`config.mk`:
```
export PLATFORM = sky130hd
export DESIGN_NAME = vmd_burst_sender
export DESIGN_NICKNAME = d
export VERILOG_FILES = /design/src/rtl/vmd_pkg.sv /design/src/rtl/vmd_sync_fifo.sv /design/src/rtl/vmd_burst_sender.sv
export SDC_FILE = /design/constraint.sdc
export NUM_CORES = 1
export LEC_CHECK = 0
export CAP_MARGIN = 10
export CELL_PAD_IN_SITES_DETAIL_PLACEMENT = 1
export CELL_PAD_IN_SITES_GLOBAL_PLACEMENT = 1
export CORE_MARGIN = 3
export CORE_UTILIZATION = 25
export CTS_BUF_LIST = sky130_fd_sc_hd__clkbuf_2
export DETAILED_ROUTE_END_ITERATION = 12
export DONT_BUFFER_PORTS = 1
export HOLD_SLACK_MARGIN = 0.15
export MAX_ROUTING_LAYER = met4
export PLACE_DENSITY = 0.5
export SKIP_CTS_REPAIR_TIMING = 1
export SYNTH_ARGS = -nofsm -noshare
export SYNTH_HDL_FRONTEND = slang
export SYNTH_SLANG_ARGS = --single-unit
```
`constraint.sdc`:
```
create_clock -name clk -period 2.25 [get_ports clk]
set_input_delay 0.45 -clock clk [delete_from_list [all_inputs] [get_ports clk]]
set_output_delay 0.45 -clock clk [all_outputs]
set_load 0.02 [all_outputs]
```
`src/rtl/vmd_pkg.sv`:
```
// vmd_pkg: shared types and helpers for the vmd_burst_sender datapath.
// Holds the FSM state encoding, the debug ASCII word width and the
// FIFO occupancy width helper used by the top and the FIFO.
package vmd_pkg;

    typedef enum logic [2:0] {
        SM_IDLE  = 3'b000,
        SM_SEND  = 3'b001,
        SM_WAIT1 = 3'b010
    } sm_state_t;

    localparam int ASCII_W = 64;

    // Width needed to hold an occupancy of 0..depth inclusive.
    function automatic int cnt_w(input int depth);
        return $clog2(depth) + 1;
    endfunction

endpackage

```
`src/rtl/vmd_sync_fifo.sv`:
```
// vmd_sync_fifo: single-clock FIFO with registered memory and a
// combinational head read. Pointers wrap modulo DEPTH (power of 2).
// Writes are refused when full even if a read happens in the same cycle.
module vmd_sync_fifo
    import vmd_pkg::*;
#(
    parameter int DATA_W = 8,
    parameter int DEPTH  = 8
) (
    input  logic                      clk,
    input  logic                      rst,
    input  logic                      wr_en,
    input  logic [DATA_W-1:0]         wr_data,
    input  logic                      rd_en,
    output logic [DATA_W-1:0]         rd_data,
    output logic [cnt_w(DEPTH)-1:0]   count,
    output logic                      full
);

    localparam int PTR_W = (DEPTH > 1) ? $clog2(DEPTH) : 1;
    localparam int CNT_W = cnt_w(DEPTH);
    localparam logic [CNT_W-1:0] DEPTH_CNT = CNT_W'(DEPTH);

    logic [DATA_W-1:0] mem [DEPTH];
    logic [PTR_W-1:0]  wr_ptr;
    logic [PTR_W-1:0]  rd_ptr;
    logic              empty;
    logic              wr_fire;
    logic              rd_fire;

    assign full    = (count == DEPTH_CNT);
    assign empty   = (count == '0);
    assign wr_fire = wr_en && !full;
    assign rd_fire = rd_en && !empty;
    assign rd_data = mem[rd_ptr];

    // Storage array: data only, never reset.
    always_ff @(posedge clk) begin
        if (wr_fire) begin
            mem[wr_ptr] <= wr_data;
        end
    end

    // Pointer and occupancy bookkeeping; reset flushes the FIFO.
    always_ff @(posedge clk) begin
        if (rst) begin
            wr_ptr <= '0;
            rd_ptr <= '0;
            count  <= '0;
        end else begin
            if (wr_fire) begin
                wr_ptr <= wr_ptr + 1'b1;
            end
            if (rd_fire) begin
                rd_ptr <= rd_ptr + 1'b1;
            end
            case ({wr_fire, rd_fire})
                2'b10:   count <= count + 1'b1;
                2'b01:   count <= count - 1'b1;
                default: count <= count;
            endcase
        end
    end

endmodule

```
`src/rtl/vmd_burst_sender.sv`:
```
// vmd_burst_sender: buffers upstream words and releases them downstream
// in fixed BURST_LEN bursts, followed by a WAIT_CYC idle gap.
// A burst starts only once the whole burst is already buffered, so the
// FIFO can never run dry mid-burst.
// Optional macro VMD_ASCII_STATE_EN adds dbg_state_ascii, an 8-character
// ASCII rendering of the FSM state for waveform viewing.
module vmd_burst_sender
    import vmd_pkg::*;
#(
    parameter int DATA_W    = 8,
    parameter int DEPTH     = 8,
    parameter int BURST_LEN = 4,
    parameter int WAIT_CYC  = 2
) (
    input  logic                      clk,
    input  logic                      rst,
    input  logic                      in_valid,
    input  logic [DATA_W-1:0]         in_data,
    output logic                      in_ready,
    output logic                      out_valid,
    output logic [DATA_W-1:0]         out_data,
    output logic                      out_last,
    input  logic                      out_ready,
    output logic                      busy,
    output logic [cnt_w(DEPTH)-1:0]   fifo_count
`ifdef VMD_ASCII_STATE_EN
    ,
    output logic [ASCII_W-1:0]        dbg_state_ascii
);
`else
);
`endif

    localparam int CNT_W  = cnt_w(DEPTH);
    localparam int BEAT_W = (BURST_LEN > 1) ? $clog2(BURST_LEN) : 1;
    localparam logic [CNT_W-1:0]  BURST_CNT = CNT_W'(BURST_LEN);
    localparam logic [BEAT_W-1:0] LAST_BEAT = BEAT_W'(BURST_LEN - 1);
    localparam logic [3:0]        GAP_LAST  = 4'((WAIT_CYC > 0) ? WAIT_CYC - 1 : 0);
    localparam logic              ONE_BEAT  = (BURST_LEN == 1);

    sm_state_t         state;
    logic [BEAT_W-1:0] beat_cnt;
    logic [BEAT_W-1:0] beat_nxt;
    logic [3:0]        gap_cnt;
    logic              fifo_full;
    logic              beat;

    assign in_ready = !fifo_full;
    assign beat     = out_valid && out_ready;
    assign beat_nxt = beat_cnt + 1'b1;

    vmd_sync_fifo #(
        .DATA_W (DATA_W),
        .DEPTH  (DEPTH)
    ) u_fifo (
        .clk     (clk),
        .rst     (rst),
        .wr_en   (in_valid),
        .wr_data (in_data),
        .rd_en   (beat),
        .rd_data (out_data),
        .count   (fifo_count),
        .full    (fifo_full)
    );

    // Burst FSM with beat/gap counters; out_valid, out_last and busy are registered.
    always_ff @(posedge clk) begin
        if (rst) begin
            state     <= SM_IDLE;
            beat_cnt  <= '0;
            gap_cnt   <= '0;
            out_valid <= 1'b0;
            out_last  <= 1'b0;
            busy      <= 1'b0;
        end else begin
            case (state)
                SM_IDLE: begin
                    if (fifo_count >= BURST_CNT) begin
                        state     <= SM_SEND;
                        beat_cnt  <= '0;
                        out_valid <= 1'b1;
                        out_last  <= ONE_BEAT;
                        busy      <= 1'b1;
                    end
                end
                SM_SEND: begin
                    if (out_ready) begin
                        if (beat_cnt == LAST_BEAT) begin
                            beat_cnt  <= '0;
                            out_valid <= 1'b0;
                            out_last  <= 1'b0;
                            if (WAIT_CYC > 0) begin
                                state   <= SM_WAIT1;
                                gap_cnt <= '0;
                            end else begin
                                state <= SM_IDLE;
                                busy  <= 1'b0;
                            end
                        end else begin
                            beat_cnt <= beat_nxt;
                            out_last <= (beat_nxt == LAST_BEAT);
                        end
                    end
                end
                SM_WAIT1: begin
                    if (gap_cnt == GAP_LAST) begin
                        state   <= SM_IDLE;
                        gap_cnt <= '0;
                        busy    <= 1'b0;
                    end else begin
                        gap_cnt <= gap_cnt + 1'b1;
                    end
                end
                default: begin
                    state     <= SM_IDLE;
                    beat_cnt  <= '0;
                    gap_cnt   <= '0;
                    out_valid <= 1'b0;
                    out_last  <= 1'b0;
                    busy      <= 1'b0;
                end
            endcase
        end
    end

`ifdef VMD_ASCII_STATE_EN
    // Debug-only ASCII name of the current state.
    always_comb begin
        dbg_state_ascii = "%Error  ";
        case (state)
            SM_IDLE:  dbg_state_ascii = "idle    ";
            SM_SEND:  dbg_state_ascii = "send    ";
            SM_WAIT1: dbg_state_ascii = "wait1   ";
            default:  dbg_state_ascii = "%Error  ";
        endcase
    end
`endif

endmodule

```
==> results of run 1 <==
==> kinds of logic (layout without fill, tap and decap cells) <==
group / Yosys count / count (layout) / share of synthesized area
DFF: 88 / 88 / 0.659
buffers and inverters: 17 / 53 / 0.0288
muxes: 28 / 28 / 0.145
AOI/OAI and AO/OA: 28 / 28 / 0.0460
xor gates and xnor gates: 6 / 6 / 0.0144
and+or+nand+nor: 56 / 56 / 0.0762
adders and majority gates: 9 / 9 / 0.0309
==> layer usage <==
metal  global-route usage  vias to the layer above  part of all wire  wire, um
li1                     -                      941                 -         -
met5                    -                        -                 0         0
met1                0.118                     1048              0.45      3490
met2                0.150                       34              0.49      3740
met4               0.0246                        0            0.0099        76
met3               0.0404                        8             0.049       374
==> power groups by stage <==
stage / Sequential [W] / Combinational [W] / Clock [W]
final: 0.00178 / 0.000169 / 0.000917
after global routing: 0.00179 / 0.000188 / 0.00103
after CTS: 0.00178 / 0.000124 / 0.000965
after detailed placement: 0.00182 / 0.000124 / 0
after global placement: 0.00182 / 0.000123 / 0
after floorplan: 0.00182 / 0.0000881 / 0
==> worst max path at each step <==
stage | to | cells after the start
floorplan | u_fifo.count[2] | 11
global placement | u_fifo.count[2] | 9
detailed placement | u_fifo.count[2] | 9
CTS | out_data[7] | 3
global route | out_data[4] | 3
finish | out_data[2] | 3
==> sequential cells by signal (all words and copies together), names as in the netlist, named ones only <==
register       flops
beat_cnt           2
state              2
u_fifo.wr_ptr      3
u_fifo.rd_ptr      3
u_fifo.mem        64
gap_cnt            4
u_fifo.count       4
busy               1
out_last           1
out_valid          1
==> synth_stat cells, types with 2 or more instances <==
cell type,instances
clkbuf_1,3
nor3_1,4
inv_1,7
buf_2,2
o22ai_1,2
nor2_1,25
nand3b_1,4
mux4_2,6
nand2_1,7
nand2b_1,4
dfxtp_1,24
xor2_1,4
buf_6,3
o21ai_0,5
mux2i_1,3
mux2_2,9
ha_1,9
nand3_1,5
a31oi_1,2
edfxtp_1,64
xnor2_1,2
mux4_1,10
a21oi_1,13
==> layout make-up <==
cell class / count / area share
Timing Repair Buffer: 30 / 0.0670
Clock buffer: 10 / 0.0118
Tap cell: 180 / 0.0529
Inverter: 7 / 0.00617
Clock inverter: 6 / 0.0212
Sequential cell: 88 / 0.566
Multi-Input combinational cell: 127 / 0.275
==> worst min-delay path: cells and delay by family <==
family	cells	cell delay, ns
AO/OA/AOI/OAI	2	0.16
AND/OR/NAND/NOR	1	0.05
==> through the flow <==
step                       util  area, um^2  total power (W)
after CTS                 0.288        4060          0.00287
after global routing      0.302        4260          0.00300
final                     0.302        4260          0.00287
after detailed placement  0.278        3920          0.00194
after global placement    0.278        3920          0.00194
after floorplan               -        3670          0.00191
==> flow_metrics.py, run 1 <==
metrics = {
    "timing": {
        "worstMarginPinSlew_ns": 1.06,
        "rsz0062_at_grt": "yes",
        "slew_headroom": 0.292,
        "clock.fmax_mhz": 420,
        "layout_setup_ws_ns": -0.133,
        "fin_setup_tns_ns": -1.01,
        "clock-skew-final_ns": 0.0426,
        "report.final.hold_viol_count": 0,
        "setup_viol": 8,
        "slew_viol_final": 0,
        "finalCritPeriodShare": 1.06,
        "whs_ns": 0.187,
        "post-route-min-period_ns": 2.38,
    },
    "clock_network": {
        "cts_buffer_depth": 2,
        "cts_max_level": 3,
        "worstSkewPairLatency_ns": 0.53,
        "cts_tree": "done",
        "clk_transition_reported_paths_ns": 0.23,
        "clock-root-buffer": "clkbuf_2",
        "cts_sinks": 88,
        "numCtsBuffers": 9,
    },
    "synth": {
        "ys_seq_area_frac": 0.659,
        "synth_cells": 232,
        "synth_fp_nets": 253,
        "ys_ff_latch": 88,
        "yosysTopAreaCell": "edfxtp_1",
        "synthArstFlopShare": 0,
        "netlist.area_leader.share": 0.527,
        "synth_cell_type_count": 38,
        "synthTopCellsByArea": "edfxtp_1 (53%), dfxtp_1 (13%), mux4_1 (7.2%)",
        "synth.avg_cell_area_um2": 15.7,
        "yosys_warnings": 0,
        "synth_ff_type": "edfxtp_1",
        "synth_edf_count": 64,
        "synth_area_um2": 3650,
    },
    "critical_path": {
        "cp_top_family": "multiplexers",
        "reg2reg_from": "u_fifo.count[1]",
        "cp_num_buf_inv": 1,
        "critical_path_class": "reg -> out",
        "crit_fanout": 8,
        "cp_slowest_cell": "mux4_2",
        "start_kind": "flop",
        "critical_path.cell_chain": "clkbuf_16 -> mux4_2 -> mux2_4",
        "slowest_delay_ns": 0.49,
        "r2r-end": "u_fifo.count[2]",
        "cp.required_ns": 1.80,
        "rr_worst_depth": 9,
        "critPathCaptureType": "output pin",
        "regToRegSetupSlack_ns": 0.07,
        "arrival_ns": 1.93,
    },
    "floorplanning": {
        "placement_rows": 43,
        "initial_utilization": 0.259,
        "die_h_um": 127,
        "die_area_um2": 16100,
        "core_um2": 14100,
        "die_w_um": 127,
        "pin_count": 28,
    },
    "routing": {
        "drt_iter0_drc": 119,
        "route.antenna.remaining_nets": 0,
        "wl_um": 7680,
        "vias_per_cell": 4.53,
        "detail_route.first_pass.iterations": 4,
        "num_vias": 2031,
        "routedWlPerCell_um": 17.1,
        "drc": 0,
    },
    "outcome": {
        "status": "complete, but fails checks",
        "violations": "negative setup slack",
    },
    "flow_run": {
        "cap_violations": 0,
    },
    "hold_path": {
        "hp-start": "out_ready",
        "min_path_cells": 3,
        "min_to": "out_valid",
        "hp-class": "in -> reg",
    },
    "finish": {
        "antenna_cells": 0,
        "fillers": 1535,
        "layout_commonest_cell": "edfxtp_1",
        "drive_above_1_share": 0.269,
        "area_growth_pct": 16.7,
        "stdcell_count": 448,
        "nets": 284,
        "regArea_um2": 2410,
        "final_cell_mix": "edfxtp_1 (64), nor2_1 (23), dfxtp_1 (22), mux4_2 (16), buf_4 (16)",
        "multiInputGateArea_um2": 1170,
    },
    "pwr": {
        "cellPowerDensity_nw_per_um2": 674,
        "p_sw_w": 0.000650,
        "ir_worst_vdd_mv": 0.247,
        "p_comb_frac": 0.059,
        "p_clk_frac": 0.320,
        "pwr-share-seq": 0.621,
        "intPower_w": 0.00222,
        "total_leakage_power_nw": 1.39,
        "switching_share": 0.227,
    },
    "placement": {
        "dp_hpwl_um": 4730,
        "place_inst": 415,
        "gp_congestion": 0.752,
        "io_buffers": 0,
        "dpl_worst_slack_ns": 0.0748,
    },
    "global_routing": {
        "track_usage": 0.0968,
        "antenna_found_initial": 0,
        "first_global_vias": 2036,
        "grt_max_degree": 24,
        "grt_pass1_wl_um": 11500,
        "grt-ovfl-total": 0,
    },
}
(Power assumes the default switching activity.)
==> run 2: changes to the inputs <==
--- a/config.mk
+++ b/config.mk
@@ -15,7 +15,7 @@
 export DONT_BUFFER_PORTS = 1
 export HOLD_SLACK_MARGIN = 0.15
 export MAX_ROUTING_LAYER = met4
-export PLACE_DENSITY = 0.5
+export PLACE_DENSITY = 0.49
 export SKIP_CTS_REPAIR_TIMING = 1
 export SYNTH_ARGS = -nofsm -noshare
 export SYNTH_HDL_FRONTEND = slang
==> constraint.sdc (replaced) <==
create_clock -name clk -period 2.3 [get_ports clk]
set_input_delay 0.46 -clock clk [delete_from_list [all_inputs] [get_ports clk]]
set_output_delay 0.46 -clock clk [all_outputs]
set_load 0.02 [all_outputs]
==> run 2 against run 1 <==
Against the previous run: the flow still finishes with violations (negative setup slack); total power is 6.9% lower; critical path depth is the same; first-iteration DRC count increased by 3.4%; via count decreased by 2.8%; global-route usage grew 0.51 points; core utilization fell by 0.36 points; clock-buffer cell count unchanged; combinational power about the same; die area unchanged; cell count fell by 0.45%; sequential share of layout area increased by 0.72 points; critical path type unchanged; critical endpoint is now out_data[1]; highest routed layer unchanged.
==> flow_metrics.py, run 2 (same netlist as run 1, synthesis figures left out) <==
metrics = {
    "outcome": {
        "status": "complete, but fails checks",
        "violations": "negative setup slack",
    },
    "pwr": {
        "switching_share": 0.232,
        "total_leakage_power_nw": 1.37,
        "p_sw_w": 0.000620,
        "pwr-share-seq": 0.654,
        "cellPowerDensity_nw_per_um2": 635,
        "p_comb_frac": 0.062,
        "ir_worst_vdd_mv": 0.247,
        "p_clk_frac": 0.284,
        "intPower_w": 0.00205,
        "finalPower_w": 0.00267,
    },
    "floorplanning": {
        "placement_rows": 43,
        "die_w_um": 127,
        "initial_utilization": 0.259,
        "pin_count": 28,
        "core_um2": 14100,
        "die_area_um2": 16100,
        "die_h_um": 127,
    },
    "global_routing": {
        "antenna_found_initial": 0,
        "first_global_vias": 2029,
        "grt_max_degree": 24,
        "grt-ovfl-total": 0,
        "track_usage": 0.102,
        "grt_pass1_wl_um": 11900,
    },
    "timing": {
        "slew_viol_final": 0,
        "finalCritPeriodShare": 1.06,
        "worstMarginPinSlew_ns": 0.974,
        "rsz0062_at_grt": "yes",
        "post-route-min-period_ns": 2.43,
        "report.final.hold_viol_count": 0,
        "clock.fmax_mhz": 411,
        "setup_viol": 8,
        "clock-skew-final_ns": 0.0199,
        "layout_setup_ws_ns": -0.130,
        "slew_headroom": 0.349,
        "whs_ns": 0.261,
    },
    "critical_path": {
        "critPathCaptureType": "output pin",
        "critical_path_class": "reg -> out",
        "critical_path.cell_chain": "clkbuf_16 -> mux4_2 -> mux2_4",
        "crit_fanout": 8,
        "arrival_ns": 1.97,
        "cp_slowest_cell": "mux4_2",
        "slowest_delay_ns": 0.52,
        "start_kind": "flop",
        "cp.required_ns": 1.84,
    },
    "hold_path": {
        "hp-class": "in -> reg",
    },
    "finish": {
        "layout_commonest_cell": "edfxtp_1",
        "largest_register_ffs": 64,
        "area_growth_pct": 15.3,
        "postLayoutCoreUtil": 0.298,
        "reg_top3": "u_fifo.mem: 64 flops, gap_cnt: 4 flops, u_fifo.count: 4 flops",
        "largest-register": "u_fifo.mem",
        "antenna_cells": 0,
        "final_area_um2": 4210,
        "drive_above_1_share": 0.256,
        "final_cell_mix": "edfxtp_1 (64), nor2_1 (24), dfxtp_1 (21), mux4_2 (16), buf_4 (14)",
        "nets": 282,
    },
    "clock_network": {
        "numCtsBuffers": 9,
        "worstSkewPairLatency_ns": 0.53,
        "cts_max_level": 3,
        "clk_transition_reported_paths_ns": 0.22,
        "clock-root-buffer": "clkbuf_2",
        "cts_sinks": 88,
        "cts_buffer_depth": 2,
        "cts_tree": "done",
    },
    "routing": {
        "num_vias": 1975,
        "vias_per_cell": 4.43,
        "drc": 0,
        "drt_iter0_drc": 123,
        "route.antenna.remaining_nets": 0,
        "wl_um": 7910,
        "detail_route.first_pass.iterations": 4,
        "routedWlPerCell_um": 17.7,
    },
    "placement": {
        "dp_hpwl_um": 4940,
        "dpl_cell_area_um2": 3920,
        "gp_congestion": 0.757,
        "io_buffers": 0,
    },
    "flow_run": {
        "cap_violations": 0,
    },
}
[run 2: metal layers]
metal / global-route usage / part of all wire
met5: - / 0
met4: 0.0246 / 0.0053
met3: 0.0404 / 0.048
met2: 0.159 / 0.48
met1: 0.125 / 0.46
[run 2: through the flow]
step	setup slack (ns)	cells	setup TNS, ns
finish	-0.130	446	-0.850
global route	-0.275	446	-2.12
CTS	-0.303	430	-2.26
detailed placement	0.138	414	0
global placement	0.183	414	0
floorplan	-0.0237	232	-0.0237
[run 2: path summary, 6_finish.rpt]
kind	cells past startpoint	slack, ns	endpoint	from
worst min-delay path	3	0.26	out_last	out_ready
worst max-delay path	3	-0.13	out_data[1]	flop
worst max register to register	9	0.04	u_fifo.count[2]	u_fifo.count[1]
worst min register to register	1	0.50	gap_cnt[3]	gap_cnt[3]
[run 2: area by class of cell]
cell class	instances	area [um^2]
clock buffer	10	50.0
clock inverter	6	60.1
fill	1523	9890
inverter	7	26.3
multi-input combinational	127	1160
sequential	88	2410
tap	180	225
timing repair buffer	28	270
[run 2: power groups by stage]
stage / combinational, W / sequential (W) / clock [W]
after CTS: 0.000120 / 0.00174 / 0.000815
after global routing: 0.000183 / 0.00175 / 0.000888
after detailed placement: 0.000119 / 0.00178 / 0
after floorplan: 0.0000862 / 0.00178 / 0
after global placement: 0.000118 / 0.00178 / 0
final: 0.000166 / 0.00174 / 0.000759
[run 2: worst max-delay path, delay by kind of cell, from the launching register on]
kind,cells,cell delay (ns)
muxes,2,0.84
DFF,1,0.44
buffers and inverters,1,0.17
==> run 3: changes to the inputs <==
--- a/config.mk
+++ b/config.mk
@@ -5,7 +5,7 @@
 export SDC_FILE = /design/constraint.sdc
 export NUM_CORES = 1
 export LEC_CHECK = 0
-export CAP_MARGIN = 10
+export CAP_MARGIN = 0
 export CELL_PAD_IN_SITES_DETAIL_PLACEMENT = 1
 export CELL_PAD_IN_SITES_GLOBAL_PLACEMENT = 1
 export CORE_MARGIN = 3
==> results of run 3 <==
Same layout as run 2: the final DEF is identical, and so are final timing and power.
